[src/rtl/result_demux3.sv]
// Registered 1-to-3 demultiplexer: routes tagged words into three independent
// per-destination FIFOs with valid/ready outputs; selection 3 is counted and dropped.
module result_demux3 #(
    parameter int unsigned DATA_WIDTH = 32,
    parameter int unsigned DEPTH      = 2,
    parameter int unsigned CNT_WIDTH  = 8
) (
    input  logic                  clk,
    input  logic                  rst,
    input  logic                  in_valid,
    output logic                  in_ready,
    input  logic [DATA_WIDTH-1:0] in_data,
    input  logic [1:0]            selection,
    output logic                  out0_valid,
    output logic                  out1_valid,
    output logic                  out2_valid,
    input  logic                  out0_ready,
    input  logic                  out1_ready,
    input  logic                  out2_ready,
    output logic [DATA_WIDTH-1:0] out0_data,
    output logic [DATA_WIDTH-1:0] out1_data,
    output logic [DATA_WIDTH-1:0] out2_data,
    output logic [CNT_WIDTH-1:0]  drop_count,
    output logic                  sel_error
);

    localparam int unsigned PW = $clog2(DEPTH);
    localparam int unsigned CW = PW + 1;
    localparam logic [CW-1:0] FullCnt = CW'(DEPTH);

    logic [DATA_WIDTH-1:0] mem_q  [3][DEPTH];
    logic [DATA_WIDTH-1:0] last_q [3];
    logic [PW-1:0]         wptr_q [3];
    logic [PW-1:0]         rptr_q [3];
    logic [CW-1:0]         cnt_q  [3];
    logic [CNT_WIDTH-1:0]  drop_q;
    logic                  err_q;

    logic [2:0]            full, empty, push, pop, out_ready;
    logic                  sel_full, accept, drop;
    logic [DATA_WIDTH-1:0] head [3];

    assign out_ready = {out2_ready, out1_ready, out0_ready};

    always_comb begin
        for (int i = 0; i < 3; i++) begin
            full[i]  = (cnt_q[i] == FullCnt);
            empty[i] = (cnt_q[i] == '0);
            // An empty channel shows the last word it handed out.
            head[i]  = empty[i] ? last_q[i] : mem_q[i][rptr_q[i]];
        end
        case (selection)
            2'd0:    sel_full = full[0];
            2'd1:    sel_full = full[1];
            2'd2:    sel_full = full[2];
            default: sel_full = 1'b0;
        endcase
        in_ready = !rst && !sel_full;
        accept   = in_valid && in_ready;
        drop     = accept && (selection == 2'd3);
        for (int i = 0; i < 3; i++) begin
            push[i] = accept && (selection == 2'(i));
            pop[i]  = !empty[i] && out_ready[i];
        end
    end

    always_ff @(posedge clk) begin
        if (rst) begin
            for (int i = 0; i < 3; i++) begin
                for (int d = 0; d < int'(DEPTH); d++) begin
                    mem_q[i][d] <= '0;
                end
                last_q[i] <= '0;
                wptr_q[i] <= '0;
                rptr_q[i] <= '0;
                cnt_q[i]  <= '0;
            end
            drop_q <= '0;
            err_q  <= 1'b0;
        end else begin
            for (int i = 0; i < 3; i++) begin
                if (push[i]) begin
                    mem_q[i][wptr_q[i]] <= in_data;
                    wptr_q[i]           <= wptr_q[i] + PW'(1);
                end
                if (pop[i]) begin
                    rptr_q[i] <= rptr_q[i] + PW'(1);
                    last_q[i] <= head[i];
                end
                if (push[i] && !pop[i]) begin
                    cnt_q[i] <= cnt_q[i] + CW'(1);
                end else if (pop[i] && !push[i]) begin
                    cnt_q[i] <= cnt_q[i] - CW'(1);
                end
            end
            if (drop) begin
                err_q <= 1'b1;
                if (drop_q != '1) begin
                    drop_q <= drop_q + CNT_WIDTH'(1);
                end
            end
        end
    end

    assign out0_valid = !empty[0];
    assign out1_valid = !empty[1];
    assign out2_valid = !empty[2];
    assign out0_data  = head[0];
    assign out1_data  = head[1];
    assign out2_data  = head[2];
    assign drop_count = drop_q;
    assign sel_error  = err_q;

endmodule
[config.mk]
export PLATFORM = sky130hd
export DESIGN_NAME = result_demux3
export DESIGN_NICKNAME = d
export VERILOG_FILES = /design/src/rtl/result_demux3.sv
export SDC_FILE = /design/constraint.sdc
export NUM_CORES = 1
export LEC_CHECK = 0
export BUFFER_PORTS_ARGS = -buffer_cell sky130_fd_sc_hd__buf_4
export CAP_MARGIN = 15
export CORE_MARGIN = 1
export CORE_UTILIZATION = 45
export DETAILED_ROUTE_END_ITERATION = 16
export SLEW_MARGIN = 20
export SYNTH_ARGS = -nofsm -noshare
export SYNTH_HDL_FRONTEND = slang
export SYNTH_SLANG_ARGS = --single-unit
[constraint.sdc]
create_clock -name clk -period 6.67 [get_ports clk]
set_input_delay 0.667 -clock clk [delete_from_list [all_inputs] [get_ports clk]]
set_output_delay 0.667 -clock clk [all_outputs]
set_load 0.05 [all_outputs]
==> results of run 1 <==
-- cells by family after synthesis --
logic type                 synth area share (%)
buffers and inverters                     2.594
adders and majority gates                0.5367
xor gates and xnor gates                 0.4383
and+or+nand+nor                           17.83
muxes                                     6.941
DFF                                       65.69
AOI/OAI and AO/OA                         5.975
-- sequential cells by signal, indices dropped and copies added (netlist names) --
name	count
wptr_q	3
mem_q	192
last_q	96
drop_count	8
rptr_q	3
sel_error	1
cnt_q	6
-- power by group --
group          internal [W]  total (W)  switching, W
sequential          0.00237    0.00242     0.0000588
combinational      0.000519    0.00184       0.00132
clock              0.000960    0.00168      0.000717
-- synthesized netlist by cell type, types with 2 or more instances --
cell / number / share of area [%]
a2111oi_0: 2 / 0.13
a21o_1: 4 / 0.21
a21oi_1: 8 / 0.29
a31oi_1: 4 / 0.18
and2_1: 65 / 2.9
and3_1: 130 / 5.8
buf_2: 10 / 0.36
clkbuf_1: 66 / 1.8
dfxtp_1: 9 / 1.3
edfxtp_1: 300 / 64
ha_1: 6 / 0.54
inv_1: 13 / 0.35
mux2i_1: 97 / 6.9
nand2_1: 102 / 2.7
nand2b_1: 8 / 0.36
nand3_1: 3 / 0.11
nand4_1: 2 / 0.089
nor2_1: 17 / 0.46
nor2_2: 2 / 0.089
nor2b_1: 98 / 4.4
o211ai_1: 2 / 0.11
o21ai_0: 101 / 3.6
or2_2: 4 / 0.18
or3_1: 4 / 0.18
xnor2_1: 4 / 0.25
xor2_1: 3 / 0.19
-- area by class of cell --
cell class	instances	area (um^2)	area share, %
Clock buffer	46	917.1	5.581
Multi-Input combinational cell	692	4478	27.25
Tap cell	396	495.5	3.015
Clock inverter	12	52.55	0.3198
Timing Repair Buffer	165	1251	7.614
Inverter	13	48.80	0.2970
Sequential cell	309	9189	55.92
-- path summary, 6_finish.rpt --
path | from | endpoint | slack [ns] | depth (start not counted)
max | selection[0] | mem_q[0][20] | 3.34 | 8
min | in_valid | sel_error | 0.46 | 3
max reg2reg | cnt_q[0][1] | mem_q[0][20] | 3.40 | 5
min reg2reg | sel_error | sel_error | 0.49 | 2
-- stage by stage --
step | utilization [%] | instance area [um^2] | std cells | hold slack, ns
floorplan | - | 13990 | 1093 | 0.5503
global placement | 50.45 | 15430 | 1574 | 0.4822
detailed placement | 50.52 | 15450 | 1575 | 0.4768
CTS | 53.69 | 16420 | 1633 | 0.4407
global route | 53.72 | 16430 | 1633 | 0.4550
finish | 53.72 | 16430 | 1633 | 0.4552
-- metal layers --
metal	global-route usage [%]	part of all wire, %	vias to the layer above	wire length, um
met3	2.707	4.1	43	1259
met2	32.20	50	180	15270
met1	26.42	44	4154	13650
met4	5.685	2.0	0	626
li1	-	-	4210	-
met5	0	0	-	0
-- layout by cell type (no fill, tap or decap), types with 2 or more instances in the layout --
| cell type | n |
|---|---|
| a2111oi_0 | 2 |
| a21o_1 | 4 |
| a21oi_1 | 8 |
| a31oi_1 | 4 |
| and2_1 | 65 |
| and3_1 | 130 |
| buf_4 | 164 |
| clkbuf_1 | 11 |
| clkbuf_16 | 35 |
| clkinv_1 | 9 |
| clkinv_2 | 2 |
| dfxtp_1 | 9 |
| edfxtp_1 | 300 |
| ha_1 | 5 |
| inv_1 | 13 |
| mux2i_1 | 97 |
| nand2_1 | 102 |
| nand2b_1 | 6 |
| nand2b_2 | 3 |
| nand3_1 | 3 |
| nand4_1 | 2 |
| nor2_1 | 15 |
| nor2_4 | 4 |
| nor2b_1 | 98 |
| o211ai_1 | 2 |
| o21ai_0 | 101 |
| or2_2 | 4 |
| or3_1 | 4 |
| xnor2_1 | 4 |
| xor2_1 | 3 |
-- worst register-to-register path: stages (launching register included) --
cell and delay [ns]:
edfxtp_1 0.48, nor2b_1 0.21, o21bai_1 0.36, a31oi_1 0.41, nor2_4 0.63, or2_2 0.77
==> summary.md, run 1 <==
| Metric | Value |
|---|---|
| Dominant synthesized flop cell | edfxtp_1 |
| Vias per cell | 5.258 |
| First-pass GRT wire length | 46.67 mm |
| CP startpoint kind | input pin |
| Ratio of cells with drive above 1 in the final layout | between 10% and 20% |
| CTS Hold Bufs | 0 |
| Fill cells | around 2700 |
| Drt first pass iters | 5 |
| Worst-Margin Slew | 0.9797 ns |
| Post-cts resize count | 0 |
| Site Rows | 64 |
| Yosys warns | 0 |
| RSZ-0062 raised after global routing | no |
| Synthesized area | 13990 um^2 |
| Power per cell area | 361.7 nW/um^2 |
| Area grow syn2layout | 17.47% |
| # IOs | 149 |
| Clock transition at path regs | 0.06 ns |
| Fin Setup TNS | 0 ns |
| PortBufs | 148 |
| Core Region | 30590 um^2 |
| Syn Inst Count | between 1000 and 1500 |
| CTS tree | done |
| Starting Density | around 46% |
| CTS Root Buffer Type | clkbuf_16 |
| Total power | 0.005944 W |
| Remaining Overflow, GRT | 0 |
| CP Buf/Inv Count | 2 |
| CP Class | input pin to flop |
| Count of cell types in the netlist | 55 |
| Vias | around 8600 |
| Leakage Power | approximately 6.7 nW |
| Crit path setup slack, layout | 3.341 ns |
| Status | complete, no violations |
| Initial antenna violation count | 0 |
| Critical Path RT | 6.79 ns |
| Routed Antenna Nets | 0 |
| CP cell instances | buf_4 > inv_1 > ha_1 > and4bb_4 > a2111oi_2 > a31oi_1 > nor2_4 > or2_2 |
| Max-cap violations | 0 |
| Clock latency at the later pin of the worst-skew pair | approximately 0.5 ns |
| Relative slew slack | between 30% and 40% |
| Worst Clk Skew | 0.009971 ns |
| Post-Place Setup Slack | between 2 and 3 ns |
| Worst-path maximum fanout | 33 |
| Die ar. | 31790 um^2 |
| Asr flop ratio synth | 0% |
| Yosys reg bits | 309 |
| Total Nets Final | 1262 |
| Die height | 178.3 um |
| DP Wirelength | 19.58 mm |
| Kind of cell adding the most delay to the critical path | simple AND/OR/NAND/NOR gates |
| # diodes | 0 |
| Syn Nets | 1139 |
| Final period util | 49.92% |
| Slowest stage cell, crit path | or2_2 |
| Worst Setup End Kind | flop |
| CTS Buf Count | 35 |
| DR iter-0 viols | 621 |
| Vias in the first global route | a little over 8000 |
| Residual DRC | 0 |
| Max Root-Sink Buffers | 3 |
| VDD IR max | about 0.25 mV |
| Arrival @ worst endpoint | 3.45 ns |
| Largest net degree at the start of global routing | 70 |
| Setup violations, final | 0 |
| Fmax | 0.3004 GHz |
| Hold violation count in the final report | 0 |
| H-Tree Depth | 2 |
| Clock sinks | 309 |
| Die Width | 178.3 um |
| Postcts setup bufs | 0 |
| Gr usage total | 19.36% |
| Worst Hold Class | input pin to flop |
| CP max stage delay | 0.77 ns |
| Routed wire length | 30.80 mm |
| Sequential cell area fraction in the yosys report | between 60% and 70% |
| GP Congestion | about 0.82 |
| Tmin final | between 3 and 4 ns |
| EDFF count, synth | 300 |
| Final Max Tran Viols | 0 |
| Average size of a mapped cell | 12.80 um^2 |
| Drt wl/cell | 18.86 um |
(Power assumes the default switching activity.)
==> run 2: changes to the inputs <==
--- a/config.mk
+++ b/config.mk
@@ -5,11 +5,13 @@
 export SDC_FILE = /design/constraint.sdc
 export NUM_CORES = 1
 export LEC_CHECK = 0
+export ABC_AREA = 1
 export BUFFER_PORTS_ARGS = -buffer_cell sky130_fd_sc_hd__buf_4
 export CAP_MARGIN = 15
 export CORE_MARGIN = 1
 export CORE_UTILIZATION = 45
 export DETAILED_ROUTE_END_ITERATION = 16
+export PLACE_DENSITY = 0.66
 export SLEW_MARGIN = 20
 export SYNTH_ARGS = -nofsm -noshare
 export SYNTH_HDL_FRONTEND = slang
==> constraint.sdc (replaced) <==
create_clock -name clk -period 2.94 [get_ports clk]
set_input_delay 0.294 -clock clk [delete_from_list [all_inputs] [get_ports clk]]
set_output_delay 0.294 -clock clk [all_outputs]
set_load 0.05 [all_outputs]
==> run 2 against run 1 <==
Critical path depth down 3. Critical path type is now flop to output port. Via count up 13%. Count of clock-buffer cells in the layout down 11. Die area down 2.3%. Sequential share of layout area up 0.93 points.
==> summary.md, run 2 <==
| Metric | Value |
|---|---|
| Initial antenna violation count | 0 |
| Worst-path maximum fanout | 32 |
| Asr flop ratio synth | 0% |
| H-Tree Depth | 1 |
| Switching pwr | 0.004747 W |
| Synthesized area | 13660 um^2 |
| Syn Inst Count | 1342 |
| Remaining Overflow, GRT | 0 |
| Worst Clk Skew | around 0.0075 ns |
| Yosys warns | 0 |
| CTS Hold Bufs | 0 |
| CP max stage delay | about 0.44 ns |
| Largest register FFs | 192 |
| Area post-placement | 15210 um^2 |
| DR iter-0 viols | 903 |
| Sw Ratio | 35.89% |
| R2r endpoint | last_q[0][85] |
| Post-Place Setup Slack | 0.4852 ns |
| GP Congestion | 0.8066 |
| Die ar. | 31070 um^2 |
| Worst Hold Class | input pin to flop |
| Fmax | 0.3776 GHz |
| Site Rows | 63 |
| Final period util | 90.08% |
| Launch point of the worst hold path | rst |
| Count leader, synth | edfxtp_1 |
| CP cell instances | nor2_2 > buf_4 > a21oi_1 > a21oi_1 > buf_4 |
| Worst R2R Path Depth | 7 |
| Slowest stage cell, crit path | edfxtp_1 |
| Power per cell area | 818.5 nW/um^2 |
| Total Nets Final | between 1500 and 2000 |
| Ratio of cells with drive above 1 in the final layout | 17.44% |
| # diodes | 0 |
| Fill cells | ~2600 |
| Relative slew slack | between 30% and 40% |
| Synth area leader | edfxtp_1 |
| Sequential cell area fraction in the yosys report | 67.25% |
| CTS tree | done |
| EDFF count, synth | 300 |
| Most frequent cells in the layout | edfxtp_1, nor2_1, nand2_1 |
| Drt wl/cell | approximately 18 um |
| Arrival @ worst endpoint | 2.35 ns |
| # IOs | 149 |
| Worst R2R Setup Slack | between 0.6 and 0.7 ns |
| Register area | roughly 9000 um^2 |
| Worst-Margin Slew | 1.001 ns |
| RSZ-0062 raised after global routing | no |
| Largest net degree at the start of global routing | 79 |
| Crit path setup slack, layout | 0.2916 ns |
| Gr usage total | 22.70% |
| Dominant synthesized flop cell | edfxtp_1 |
| Vias | approximately 9700 |
| Core Region | 29720 um^2 |
| Setup violations, final | 0 |
| Area of the multi-input gates | 3550 um^2 |
| PortBufs | 148 |
| Vias per cell | 5.140 |
| Routed Antenna Nets | 0 |
| Area grow syn2layout | 18.28% |
| Count of cell types in the netlist | 27 |
| Hold Path Depth | 2 |
| Max-cap violations | 0 |
| Hold violation count in the final report | 0 |
| Status | complete, no violations |
| R2R Path Start | cnt_q[1][0] |
| Max Root-Sink Buffers | 3 |
| CP startpoint kind | flop |
| Leakage Power | approximately 7.3 nW |
| VDD IR max | 0.4941 mV |
| Post-cts resize count | 0 |
| Residual DRC | 0 |
| Clock power frac | between 20% and 30% |
| Routed wire length | around 35 mm |
| Crit path from | cnt_q[1][1] |
| Cell area after layout | 16160 um^2 |
| Tmin final | 2.648 ns |
| Vias in the first global route | approximately 9500 |
| Die Width | 176.3 um |
| Gate power share | 30.5% |
| Worst Setup End Kind | output port |
| Critical Path RT | ~2.7 ns |
| Postcts setup bufs | 0 |
| Starting Density | 45.98% |
| Fin Setup TNS | 0 ns |
| Final Max Tran Viols | 0 |
| Top cell type's share of synthesized area | between 60% and 70% |
| Fin util | 54.39% |
| Synth top area cells | edfxtp_1, nor2_1, a21oi_1, nand2_1, inv_1 |
| Drt first pass iters | 5 |
| Yosys reg bits | 309 |
| Leading cell type in the layout, fill and taps excluded | edfxtp_1 |
| DP Wirelength | 21.48 mm |
| Clock transition at path regs | roughly 0.060 ns |
| CTS Root Buffer Type | clkbuf_16 |
| Flop pwr share | between 40 and 50% |
| Clock sinks | 309 |
| Syn Nets | 1388 |
| Layout Cells excl Fill | 1892 |
| Largest Register | mem_q |
| First-pass GRT wire length | around 53 mm |
| Hold Crit Endpoint | drop_count[6] |
| CP Class | flop to output port |
| Die height | approximately 180 um |
| Synth cell count leaders | edfxtp_1, nor2_1, nand2_1 |
| CTS Buf Count | 31 |
| Internal power | between 0.008 and 0.009 W |
| Placed cells | 1838 |
| Average size of a mapped cell | 10.18 um^2 |
| Clock latency at the later pin of the worst-skew pair | 0.55 ns |
[run 2: logic make-up after synthesis]
group / Yosys count / share of synthesized area (%)
buffers and inverters: 233 / 6.812
xor gates and xnor gates: 8 / 0.5128
AOI/OAI and AO/OA: 207 / 7.737
DFF: 309 / 67.25
adders and majority gates: 6 / 0.5494
and+or+nand+nor: 579 / 17.14
[run 2: power by group through the flow]
stage          clock network, W  registers (W)  logic, W
4_1_cts                 0.00382        0.00542   0.00406
3_5_place_dp                  0        0.00552   0.00404
6_report                0.00377        0.00542   0.00404
3_3_place_gp                  0        0.00550   0.00401
2_1_floorplan                 0        0.00548   0.00276
5_1_grt                 0.00397        0.00546   0.00432
[run 2: critical path: cells and delay by family, from the launching register on]
family                 cells  cell delay [ns]
buffers and inverters      2             0.70
AO/OA/AOI/OAI              2             0.50
AND/OR/NAND/NOR            1             0.17
flip-flops                 1             0.44
[run 2: metrics by stage]
| stage | hold slack, ns | power [W] |
|---|---|---|
| 2_1_floorplan | 0.5465 | 0.008243 |
| 3_3_place_gp | 0.4704 | 0.009508 |
| 3_5_place_dp | 0.4606 | 0.009559 |
| 4_1_cts | 0.005989 | 0.01331 |
| 5_1_grt | 0.01655 | 0.01375 |
| 6_report | 0.02931 | 0.01323 |
[run 2: routing by layer]
metal / vias to the layer above / track usage [%] / share of wire [%] / routed length [um]
met5: - / 0 / 0 / 0
li1: 4642 / - / - / -
met3: 52 / 4.393 / 8.3 / 2896
met4: 0 / 6.449 / 2.5 / 889
met1: 4664 / 30.54 / 42 / 14640
met2: 367 / 37.42 / 47 / 16490
[run 2: worst max-delay path by stage]
stage / to / slack [ns] / cells past startpoint
3_5_place_dp: mem_q[0][168] / 0.49 / 15
4_1_cts: out1_data[1] / 0.32 / 6
5_1_grt: out1_data[6] / 0.16 / 5
6_report: out1_data[6] / 0.29 / 5
3_3_place_gp: mem_q[0][168] / 0.51 / 15
2_1_floorplan: mem_q[0][160] / 0.25 / 12
[run 2: area by class of cell]
class	instances	share of cell area, %
sequential	309	56.86
timing repair buffer	180	8.593
clock inverter	19	0.9832
tap	390	3.019
inverter	159	3.693
clock buffer	35	4.893
multi-input combinational	800	21.96
==> run 3: changes to the inputs <==
--- a/config.mk
+++ b/config.mk
@@ -6,7 +6,7 @@
 export NUM_CORES = 1
 export LEC_CHECK = 0
 export ABC_AREA = 1
-export BUFFER_PORTS_ARGS = -buffer_cell sky130_fd_sc_hd__buf_4
+export BUFFER_PORTS_ARGS = -buffer_cell sky130_fd_sc_hd__buf_2
 export CAP_MARGIN = 15
 export CORE_MARGIN = 1
 export CORE_UTILIZATION = 45
==> run 3 against run 2 <==
Setup slack lost 0.023 ns. Clock skew grew 0.0057 ns. Hold slack gained 0.11 ns. Sequential power is essentially flat. Sequential share of layout area grew 0.60 points. First-iteration DRC count shrank 3.9%. Flip-flop and latch count is the same. Die area is the same. Combinational power shrank 6.7%. Count of clock-buffer cells in the layout grew 1. Register-to-register slack gained 0.20 ns. Utilization shrank 0.57 points. Highest routed layer unchanged.
==> summary.md, run 3 (synthesized netlist as in run 2, its figures left out) <==
| Metric | Value |
|---|---|
| Worst Clk Skew | 0.01319 ns |
| Ratio of cells with drive above 1 in the final layout | 18.06% |
| Die height | ~180 um |
| Power per cell area | 844.6 nW/um^2 |
| Vias in the first global route | about 9600 |
| CP Buf/Inv Count | 3 |
| Starting Density | 45.98% |
| Largest Register | mem_q |
| Worst R2R Setup Slack | about 0.84 ns |
| RSZ-0062 raised after global routing | no |
| Clock latency at the later pin of the worst-skew pair | 0.51 ns |
| Cell area after layout | 15990 um^2 |
| Initial antenna violation count | 1 |
| Leakage Power | 7.319 nW |
| Critical Path RT | 2.65 ns |
| Clock transition at path regs | 0.06 ns |
| Die ar. | roughly 31000 um^2 |
| CTS Hold Bufs | 0 |
| Vias | 9771 |
| Largest register FFs | 192 |
| PortBufs | 148 |
| Total Nets Final | 1529 |
| Fmax | 0.3743 GHz |
| Post-cts resize count | 0 |
| Fin Setup TNS | 0 ns |
| Hold Path Depth | 2 |
| Die Width | 176.3 um |
| Arrival @ worst endpoint | approximately 2.4 ns |
| # IOs | about 150 |
| Clock sinks | 309 |
| CP max stage delay | 0.42 ns |
| Drt wl/cell | around 18 um |
| CTS tree | done |
| Hold violation count in the final report | 0 |
| VDD IR max | 0.3560 mV |
| Drt first pass iters | 5 |
| Post-Place Setup Slack | 0.5495 ns |
| Worst Hold Class | input pin to flop |
| Max Root-Sink Buffers | 3 |
| Routed Antenna Nets | 0 |
| Residual DRC | 0 |
| Worst-Margin Slew | 0.6109 ns |
| Worst R2R Path Depth | 7 |
| CTS Buf Count | 34 |
| Final Max Tran Viols | 0 |
| Site Rows | 63 |
| Status | complete, no violations |
| Worst-path maximum fanout | 22 |
| Area grow syn2layout | 17.04% |
| Area post-placement | 14870 um^2 |
| Largest net degree at the start of global routing | 54 |
| Fin util | 53.82% |
| Max-cap violations | 0 |
| Relative slew slack | 59.23% |
| Gr usage total | 23.03% |
| Slowest stage cell, crit path | edfxtp_1 |
| Hold slack | about 0.14 ns |
| Most frequent cells in the layout | edfxtp_1, nor2_1, nand2_1 |
| Crit path setup slack, layout | 0.2684 ns |
| DP Wirelength | 21.60 mm |
| CP cell instances | nor2_2 > inv_2 > buf_4 > nor2_1 > a21oi_1 > buf_2 |
| Setup violations, final | 0 |
| CP Depth | 6 |
| CP startpoint kind | flop |
| Postcts setup bufs | 0 |
| GP Congestion | 0.7926 |
| Vias per cell | 5.151 |
| H-Tree Depth | 2 |
| Final period util | 90.87% |
| Tmin final | 2.672 ns |
| First-pass GRT wire length | 54.11 mm |
| DR iter-0 viols | 868 |
| Leading cell type in the layout, fill and taps excluded | edfxtp_1 |
| Remaining Overflow, GRT | 0 |
| Core Region | 29720 um^2 |
| CP Class | flop to output port |
| Kind of cell adding the most delay to the critical path | buffers and inverters |
| CTS Root Buffer Type | clkbuf_16 |
| Worst Setup End Kind | output port |
| Routed wire length | between 30 and 40 mm |
## run 3: cell count changes in the layout (fill, tap and decap cells not counted), moves of 2 or more
| cell | change |
|---|---|
| buf_4 | -152 |
| buf_2 | +148 |
| clkbuf_16 | +4 |
| buf_12 | +3 |
| clkbuf_1 | -3 |
| clkinv_1 | -3 |
| clkinv_2 | +3 |
| bufinv_16 | +2 |
## run 3: cell type report
cell class	count	area, um^2
well taps	390	488.0
flip-flops and latches	309	9189
multi-input cells	800	3550
repair buffers	179	1049
fillers	2610	13720
inverters	159	596.8
clock buffers	36	879.6
clock inverters	23	239.0
diodes	1	2.502
## run 3: layer usage
metal  share of wire, %  GRT usage [%]
met1                 42          30.60
met2                 48          37.58
met3                7.2          4.134
met4                3.2          8.877
met5                  0              0
## run 3: metrics by stage
| stage | power (W) | std cells |
|---|---|---|
| 6_report | 0.01351 | 1897 |
| 5_1_grt | 0.01402 | 1896 |
| 4_1_cts | 0.01360 | 1896 |
| 3_5_place_dp | 0.009296 | 1837 |
| 3_3_place_gp | 0.009254 | 1837 |
| 2_1_floorplan | 0.008243 | 1342 |
## run 3: report_power, final
part | switching (W) | total, W | internal (W)
clock network | 0.00171 | 0.00431 | 0.00260
registers | 0.000119 | 0.00543 | 0.00531
logic | 0.00300 | 0.00377 | 0.000765
total | 0.00484 | 0.0135 | 0.00867
## run 3: worst paths after layout
check                  endpoint        start
hold / removal    drop_count[3]          rst
setup / recovery  out0_data[11]  cnt_q[0][0]
setup reg to reg  last_q[0][63]  cnt_q[1][0]
hold reg to reg       sel_error    sel_error
